### src/rtl/uart_tx_serializer.sv
// UART transmitter: accepts a byte on a valid/ready handshake and sends start, 8 data bits (LSB first),
// an optional parity bit and 1 or 2 stop bits. Define UART_TX_BREAK_EN to add the i_break line-break input.
module uart_tx_serializer #(
  parameter int OVERSAMPLE = 16,
  parameter int CNT_W      = 5
) (
  input  logic       i_clk,
  input  logic       i_rst,
  input  logic       i_tick,
  input  logic       i_tx_valid,
  input  logic [7:0] i_tx_data,
  output logic       o_tx_ready,
  input  logic       i_parity_en,
  input  logic       i_parity_odd,
  input  logic       i_two_stop,
`ifdef UART_TX_BREAK_EN
  input  logic       i_break,
`endif
  output logic       o_tx_serial,
  output logic       o_tx_busy,
  output logic       o_tx_done
);

  typedef enum logic [2:0] {
    ST_IDLE    = 3'b000,
    ST_START   = 3'b001,
    ST_DATA    = 3'b010,
    ST_PARITY  = 3'b011,
    ST_STOP_I  = 3'b100,
    ST_STOP_II = 3'b101
  } state_e;

  localparam logic [CNT_W-1:0] CNT_LAST = CNT_W'(OVERSAMPLE - 1);

  function automatic logic parity_bit(input logic [7:0] data, input logic odd);
    return (^data) ^ odd;
  endfunction

  state_e           state_q, state_d;
  logic [CNT_W-1:0] cnt_q, cnt_d;
  logic [2:0]       idx_q, idx_d;
  logic [7:0]       shift_q, shift_d;
  logic             par_en_q, par_en_d;
  logic             par_bit_q, par_bit_d;
  logic             two_stop_q, two_stop_d;
  logic             serial_q, serial_d;
  logic             ready_q, ready_d;
  logic             busy_q;
  logic             done_q, done_d;
  logic             bit_end;
`ifdef UART_TX_BREAK_EN
  logic             brk_q, brk_d;
  logic             hold_q, hold_d;
`endif

  always_comb begin
    state_d    = state_q;
    idx_d      = idx_q;
    shift_d    = shift_q;
    par_en_d   = par_en_q;
    par_bit_d  = par_bit_q;
    two_stop_d = two_stop_q;
    done_d     = 1'b0;
`ifdef UART_TX_BREAK_EN
    brk_d      = brk_q;
    hold_d     = hold_q;
`endif
    bit_end    = i_tick && (cnt_q == CNT_LAST);
    if ((state_q != ST_IDLE) && i_tick) begin
      cnt_d = bit_end ? '0 : cnt_q + CNT_W'(1);
    end else begin
      cnt_d = cnt_q;
    end

    case (state_q)
      ST_IDLE: begin
        if (ready_q && i_tx_valid) begin
          shift_d    = i_tx_data;
          par_en_d   = i_parity_en;
          par_bit_d  = parity_bit(i_tx_data, i_parity_odd);
          two_stop_d = i_two_stop;
          cnt_d      = '0;
          idx_d      = 3'd0;
          state_d    = ST_START;
        end
`ifdef UART_TX_BREAK_EN
        else if (i_break) begin
          brk_d  = 1'b1;
          hold_d = 1'b0;
          cnt_d  = '0;
        end else if (brk_q) begin
          // After a break the line must idle high for a whole bit before the next frame.
          brk_d  = 1'b0;
          hold_d = 1'b1;
          cnt_d  = '0;
        end else if (hold_q && i_tick) begin
          if (cnt_q == CNT_LAST) begin
            hold_d = 1'b0;
            cnt_d  = '0;
          end else begin
            cnt_d  = cnt_q + CNT_W'(1);
          end
        end
`endif
        else begin
          state_d = ST_IDLE;
        end
      end
      ST_START: begin
        if (bit_end) begin
          state_d = ST_DATA;
        end else begin
          state_d = ST_START;
        end
      end
      ST_DATA: begin
        if (bit_end) begin
          shift_d = {1'b0, shift_q[7:1]};
          idx_d   = idx_q + 3'd1;
          if (idx_q == 3'd7) begin
            state_d = par_en_q ? ST_PARITY : ST_STOP_I;
          end else begin
            state_d = ST_DATA;
          end
        end else begin
          state_d = ST_DATA;
        end
      end
      ST_PARITY: begin
        if (bit_end) begin
          state_d = ST_STOP_I;
        end else begin
          state_d = ST_PARITY;
        end
      end
      ST_STOP_I: begin
        if (bit_end) begin
          state_d = two_stop_q ? ST_STOP_II : ST_IDLE;
          done_d  = !two_stop_q;
        end else begin
          state_d = ST_STOP_I;
        end
      end
      ST_STOP_II: begin
        if (bit_end) begin
          state_d = ST_IDLE;
          done_d  = 1'b1;
        end else begin
          state_d = ST_STOP_II;
        end
      end
      default: begin
        state_d = ST_IDLE;
      end
    endcase

    // Line level is derived from the next state so the registered output matches the state it is in.
    case (state_d)
      ST_START:  serial_d = 1'b0;
      ST_DATA:   serial_d = shift_d[0];
      ST_PARITY: serial_d = par_bit_d;
      default:   serial_d = 1'b1;
    endcase
    ready_d = (state_d == ST_IDLE);
`ifdef UART_TX_BREAK_EN
    if ((state_d == ST_IDLE) && brk_d) begin
      serial_d = 1'b0;
    end else begin
      serial_d = serial_d;
    end
    ready_d = ready_d && !brk_d && !hold_d;
`endif
  end

  always_ff @(posedge i_clk) begin
    if (i_rst) begin
      state_q    <= ST_IDLE;
      cnt_q      <= '0;
      idx_q      <= 3'd0;
      shift_q    <= 8'h00;
      par_en_q   <= 1'b0;
      par_bit_q  <= 1'b0;
      two_stop_q <= 1'b0;
      serial_q   <= 1'b1;
      ready_q    <= 1'b1;
      busy_q     <= 1'b0;
      done_q     <= 1'b0;
`ifdef UART_TX_BREAK_EN
      brk_q      <= 1'b0;
      hold_q     <= 1'b0;
`endif
    end else begin
      state_q    <= state_d;
      cnt_q      <= cnt_d;
      idx_q      <= idx_d;
      shift_q    <= shift_d;
      par_en_q   <= par_en_d;
      par_bit_q  <= par_bit_d;
      two_stop_q <= two_stop_d;
      serial_q   <= serial_d;
      ready_q    <= ready_d;
      busy_q     <= ~ready_d;
      done_q     <= done_d;
`ifdef UART_TX_BREAK_EN
      brk_q      <= brk_d;
      hold_q     <= hold_d;
`endif
    end
  end

  assign o_tx_serial = serial_q;
  assign o_tx_ready  = ready_q;
  assign o_tx_busy   = busy_q;
  assign o_tx_done   = done_q;

endmodule

### config.mk
export PLATFORM = sky130hd
export DESIGN_NAME = uart_tx_serializer
export DESIGN_NICKNAME = d
export VERILOG_FILES = /design/src/rtl/uart_tx_serializer.sv
export SDC_FILE = /design/constraint.sdc
export NUM_CORES = 1
export LEC_CHECK = 0
export ABC_CLOCK_PERIOD_IN_PS = 2000
export CORE_MARGIN = 4
export CORE_UTILIZATION = 44
export CTS_CLUSTER_DIAMETER = 200
export DETAILED_ROUTE_END_ITERATION = 7
export DONT_BUFFER_PORTS = 1
export GPL_ROUTABILITY_DRIVEN = 0
export PLACE_DENSITY = 0.65
export SLEW_MARGIN = 20
export SYNTH_ARGS = -nofsm -noshare
export SYNTH_HDL_FRONTEND = slang
export SYNTH_SLANG_ARGS = --single-unit
### constraint.sdc
create_clock -name i_clk -period 2 [get_ports i_clk]
set_input_delay 0.2 -clock i_clk [delete_from_list [all_inputs] [get_ports i_clk]]
set_output_delay 0.2 -clock i_clk [all_outputs]
set_load 0.05 [all_outputs]
# Word level (Yosys, flattened, before mapping)
# Index checks and enable logic that the tools add are counted.
[word_totals]
out_inout_bits = 4
elab_cells = 65
in_bits = 15
regBits = 26
[op_classes]
bitwise_logic = 2
mux = 26
reduce_logical = 11
n_eq_ne = 12
add_sub_neg = 2
[ops]
columns = ["cell", "n"]
rows = [
  ["2-to-1 mux 3 bit", 9],
  ["2-to-1 mux 5 bit", 4],
  ["case mux 3 bit (6 select lines)", 1],
  ["2-to-1 mux 8 bit", 2],
  ["case mux 8 bit (2 select lines)", 1],
  ["== test 3 x 2 -> 1 bit (second input constant)", 4],
  ["== test 3 bit (second input constant)", 3],
  ["XOR reduction 8 bit", 1],
  ["== test 3 x 1 -> 1 bit (second input constant)", 2],
  ["zero test 3 bit", 2],
  ["case mux 3 bit (2 select lines)", 1],
  ["adder 5 x 1 -> 5 bit (second input constant)", 1],
  ["== test 5 x 4 -> 1 bit (second input constant)", 1],
  ["2-to-1 mux 1 bit", 5],
  ["!= test 2 bit (second input constant)", 2],
  ["adder 3 x 1 -> 3 bit (second input constant)", 1],
  ["logical AND 1 bit", 3],
  ["case mux 1 bit (3 select lines)", 1],
  ["AND reduction 3 bit", 1],
  ["nonzero test 3 bit", 1],
  ["2-to-1 mux 2 bit", 1],
  ["case mux 1 bit (2 select lines)", 1],
  ["AND reduction 2 bit", 1],
  ["nonzero test 2 bit", 1],
  ["3 further kinds", 3],
]

# Logic depth before layout (Yosys ltp)
[logic_depth]
depth_word = 6
depth_mapped = 7

# Worst setup path before layout
# OpenSTA, ideal clock, no wires.
[synth_timing]
kind = "flip-flop to flip-flop"
start = "register idx_q[0]"
end = "register serial_q (netlist: o_tx_serial)"
period_less_slack_ns = 1.730
path_stages_with_launch = 8
path_slack_ns = 0.270
setup_ns = 0.086
arrival_time_ns = 1.644
t_required_ns = 1.914
path_cell_list = "dfxtp_1 > ha_1 > ha_1 > nor2b_1 > or3b_1 > a31o_2 > nor3b_1 > a211oi_1"
[synth_via]
elab_chain_len = 6
[synth_rtl]
columns = ["element", "line_no", "rtl"]
rows = [
  ["from (decl)", "41", "logic [2:0] idx_q, idx_d;"],
  ["from (signal assigned)", "195", "idx_q <= idx_d;"],
  ["== test 3 bit (*)", "120", "if (idx_q == 3'd7) begin"],
  ["2-to-1 mux 3 bit (*)", "120", ""],
  ["2-to-1 mux 3 bit (*)", "117", "if (bit_end) begin"],
  ["case mux 3 bit (6 select lines) (*)", "75", "case (state_q)"],
  ["== test 3 x 2 -> 1 bit or == test 3 x 1 -> 1 bit (tied branches)", "158", "case (state_d)"],
  ["case mux 1 bit (3 select lines) (*)", "158", ""],
  ["to (signal assigned)", "200", "serial_q <= serial_d;"],
  ["to (decl)", "46", "logic serial_q, serial_d;"],
]
# Every way passes the cells marked *; elsewhere a longest branch is shown, timed or not.
# A chain may end at the register's enable or synchronous reset.

# Worst setup path after layout
# Same ends and word-level chain as after synthesis.

==> flow_summary.ini <==
[grt]
grt_first_pass_wirelength_mm = 4.685
groute.usage.overall_pct = 14.80
grt-ovfl-total = 0
grt_start_max_net_pins = 18
grt_pass1_vias = 1073
grt_antenna_before_repair = 0

[timing]
finalCritPeriodShare_pct = 92.75
timing.setup.tns_ns = 0
final_hold_viol_count = 0
fin_crit_ns = 1.855
report.final.slew_viol_count = 0
postLayoutSetupSlackWorst_ns = 0.1450
final_report_setup_violation_count = 0
rsz0062_at_grt = no
post_route_hold_slack_ns = 0.02824
achievable-frequency_ghz = 0.5391
worst_slew_pin_tran_ns = 0.6371
worst_clock_skew_ns = 0.001695
worst_slew_margin_rel_pct = 57.39

[finish]
regArea_um2 = 520.5
filler_cell_count = 272
diodes = 0
final_nets = 162
multi_input_area_um2 = 735.7
area_growth_syn_to_fin_pct = 7.450
layout-drive-gt1-share_pct = 13.99

[yosys]
yosys-top-cells-area = sky130_fd_sc_hd__dfxtp_1 (40%), sky130_fd_sc_hd__a22oi_1 (5.2%), sky130_fd_sc_hd__nand2_1 (4.9%)
post-synth-top-area-fraction_pct = 39.73
synth.yosys.seq_area_share_pct = 39.73
netlist.top_cell.by_area = sky130_fd_sc_hd__dfxtp_1
synth_ff_type = sky130_fd_sc_hd__dfxtp_1
postSynthAreaPerCell_um2 = 9.291
yosys_warnings = 0
postSynth.asyncResetShare_pct = 0
mappedNetlistArea_um2 = 1310
synth.top_cells.by_count = sky130_fd_sc_hd__dfxtp_1 (26), sky130_fd_sc_hd__nand2_1 (17), sky130_fd_sc_hd__nor2_1 (12), sky130_fd_sc_hd__a22oi_1 (9), sky130_fd_sc_hd__a21oi_1 (8)
synth-edff-count = 0
syn-instance-count = 141
synth_cell_type_count = 51
synthMostInstantiatedCell = sky130_fd_sc_hd__dfxtp_1
mappedNetlistNets = 159
postSynthRegisterBits = 26

[setup_path]
critical_path.max_stage_delay_ns = 0.35
timing.critical_path.mode_cell = sky130_fd_sc_hd__ha_1
crit_path_max_fanout = 3
crit_path_cell_trace = ha_1 -> ha_1 -> nor2b_1 -> or3b_1 -> a31o_2 -> nor3b_1 -> a211oi_1
cp.arrival_ns = 2.10
critical-path-slowest-cell = sky130_fd_sc_hd__dfxtp_1
reg2reg_setup_slack_ns = 0.14
regToRegEndpoint = o_tx_serial
worstSetupStartpointType = register
critical_path_required_ns = 2.25
nature_of_the_critical_path_endpoint = register
r2r_cells = 7
r2r-start = idx_q[0]
worstSetupPathType = register to register

[drt]
firstDrtPassIters = 4
detailroute.via_count = 1038
finalWirelength_mm = 2.647
drtAntennaViolNets = 0
dr.first_iter.drc_count = 73
drt-wirelength-per-cell_um = 15.21
detailed_route_vias_per_instance = 5.966
remaining_drc_errors = 0

[outcome]
status = finished, final reports clean

[worst_hold_path]
worst_hold_path_type = input port to register
worstHoldEndpoint = cnt_q[4]
hold_start = i_rst
worst_hold_depth = 3

[cts]
ctsResizeCount = 0
clkSinkCount = 26
clock_tree_from_tritoncts = done
clk_transition_reported_paths_ns = 0.14
h_tree_depth = 1
tritoncts.num_buffers = 3
bufs_on_longest_clock_path = 2
clk-insertion-delay-late_ns = 0.32
clockRootBuffer = sky130_fd_sc_hd__clkbuf_4

[power]
ir_drop_worst_case_vdd_mv = 0.4575
pwr_density_cell_nw_per_um2 = 841.0
leakage_nw = 0.5206

[floorplanning]
die_w_um = 62.57
io-pin-count = 19
initial_standard_cell_utilization_of_the_core_pct = 46.70
fp.dieH_um = 62.57
die_area_um2 = 3914
placement_rows = 19
core_area_um2 = 2805

[placement]
post-place-ws_ns = 0.1676
dpl.hpwl_mm = 1.956
numPortBuffers = 0

[job]
max_capacitance_violation_count = 0
==> worst max-delay path by stage <==
stage	from	to	cells after the start
after floorplan	idx_q[0]	o_tx_serial	7
after global routing	idx_q[0]	o_tx_ready	7
after CTS	idx_q[0]	o_tx_serial	7
after detailed placement	idx_q[0]	o_tx_ready	7
after global placement	idx_q[0]	o_tx_ready	7
final	idx_q[0]	o_tx_serial	7
==> state kept, by name (all words and copies together) (netlist names) <==
register / count
cnt_q: 5
idx_q: 3
o_tx_busy: 1
o_tx_done: 1
o_tx_ready: 1
o_tx_serial: 1
par_bit_q: 1
par_en_q: 1
shift_q: 8
state_q: 3
two_stop_q: 1
==> cell type report <==
class	instances	share of cell area, %
clock inverter	1	2.133
timing repair buffer	6	3.733
sequential	26	36.98
inverter	2	0.5333
multi-input combinational	105	52.27
clock buffer	3	1.600
tap	31	2.756
==> cells in the final DEF, fill, tap and decap left out, drive strengths merged, types with 3 or more instances in the layout <==
cell type    Yosys  final
dlygate4sd3      0      3
nor3             4      4
nor2b            3      3
o21ai            3      3
and2             3      3
clkbuf           3      3
nor2            14     14
dfxtp           26     26
a21oi            8      8
xor2             3      3
nand2           18     18
buf              5      3
ha               3      3
a22oi            9      9
==> logic make-up (layout without fill, tap and decap cells) <==
family	after synthesis	after routing	synth area share (%)
DFF	26	26	39.73
muxes	4	4	3.534
and+or+nand+nor	59	59	25.22
adders and majority gates	3	3	2.866
buffers and inverters	10	12	4.107
AOI/OAI and AO/OA	32	32	17.57
xor gates and xnor gates	7	7	6.972
==> report_power, final <==
group          total [W]  internal [W]  switching, W
Sequential      0.000617      0.000557     0.0000604
Clock           0.000360      0.000203      0.000157
Combinational   0.000207     0.0000959      0.000111
Total            0.00118      0.000856      0.000328
==> per-layer routing <==
metal  track usage (%)  vias up  wire length [um]
li1                  -      513                 -
met5                 0        -                 0
met1             16.76      494              1140
met4             8.264        0                42
met3             3.777        4               189
met2             25.17       27              1274
==> critical path: cells and delay by family, from the launching register on <==
family	cells	cell delay [ns]
AND/OR/NAND/NOR	3	0.62
AO/OA/AOI/OAI	2	0.43
adder cells (fa/ha/maj)	2	0.38
flip-flops	1	0.35
==> repair_timing <==
item | in CTS | in global routing
buffers inserted | 0 | 0
hold buffers | 3 | 0
setup endpoints to repair | 0 | 0
endpoints found under the hold margin | 18 | 0
==> metrics by stage <==
step | total power (W) | util [%] | instance area, um2 | instances
after floorplan | 0.0007942 | - | 1310 | 141
after global placement | 0.0008217 | 47.23 | 1325 | 167
after detailed placement | 0.0008263 | 47.23 | 1325 | 167
after CTS | 0.001202 | 50.18 | 1408 | 174
after global routing | 0.001255 | 50.18 | 1408 | 174
final | 0.001184 | 50.18 | 1408 | 174
No activity file was read; power rests on OpenSTA's default activity.
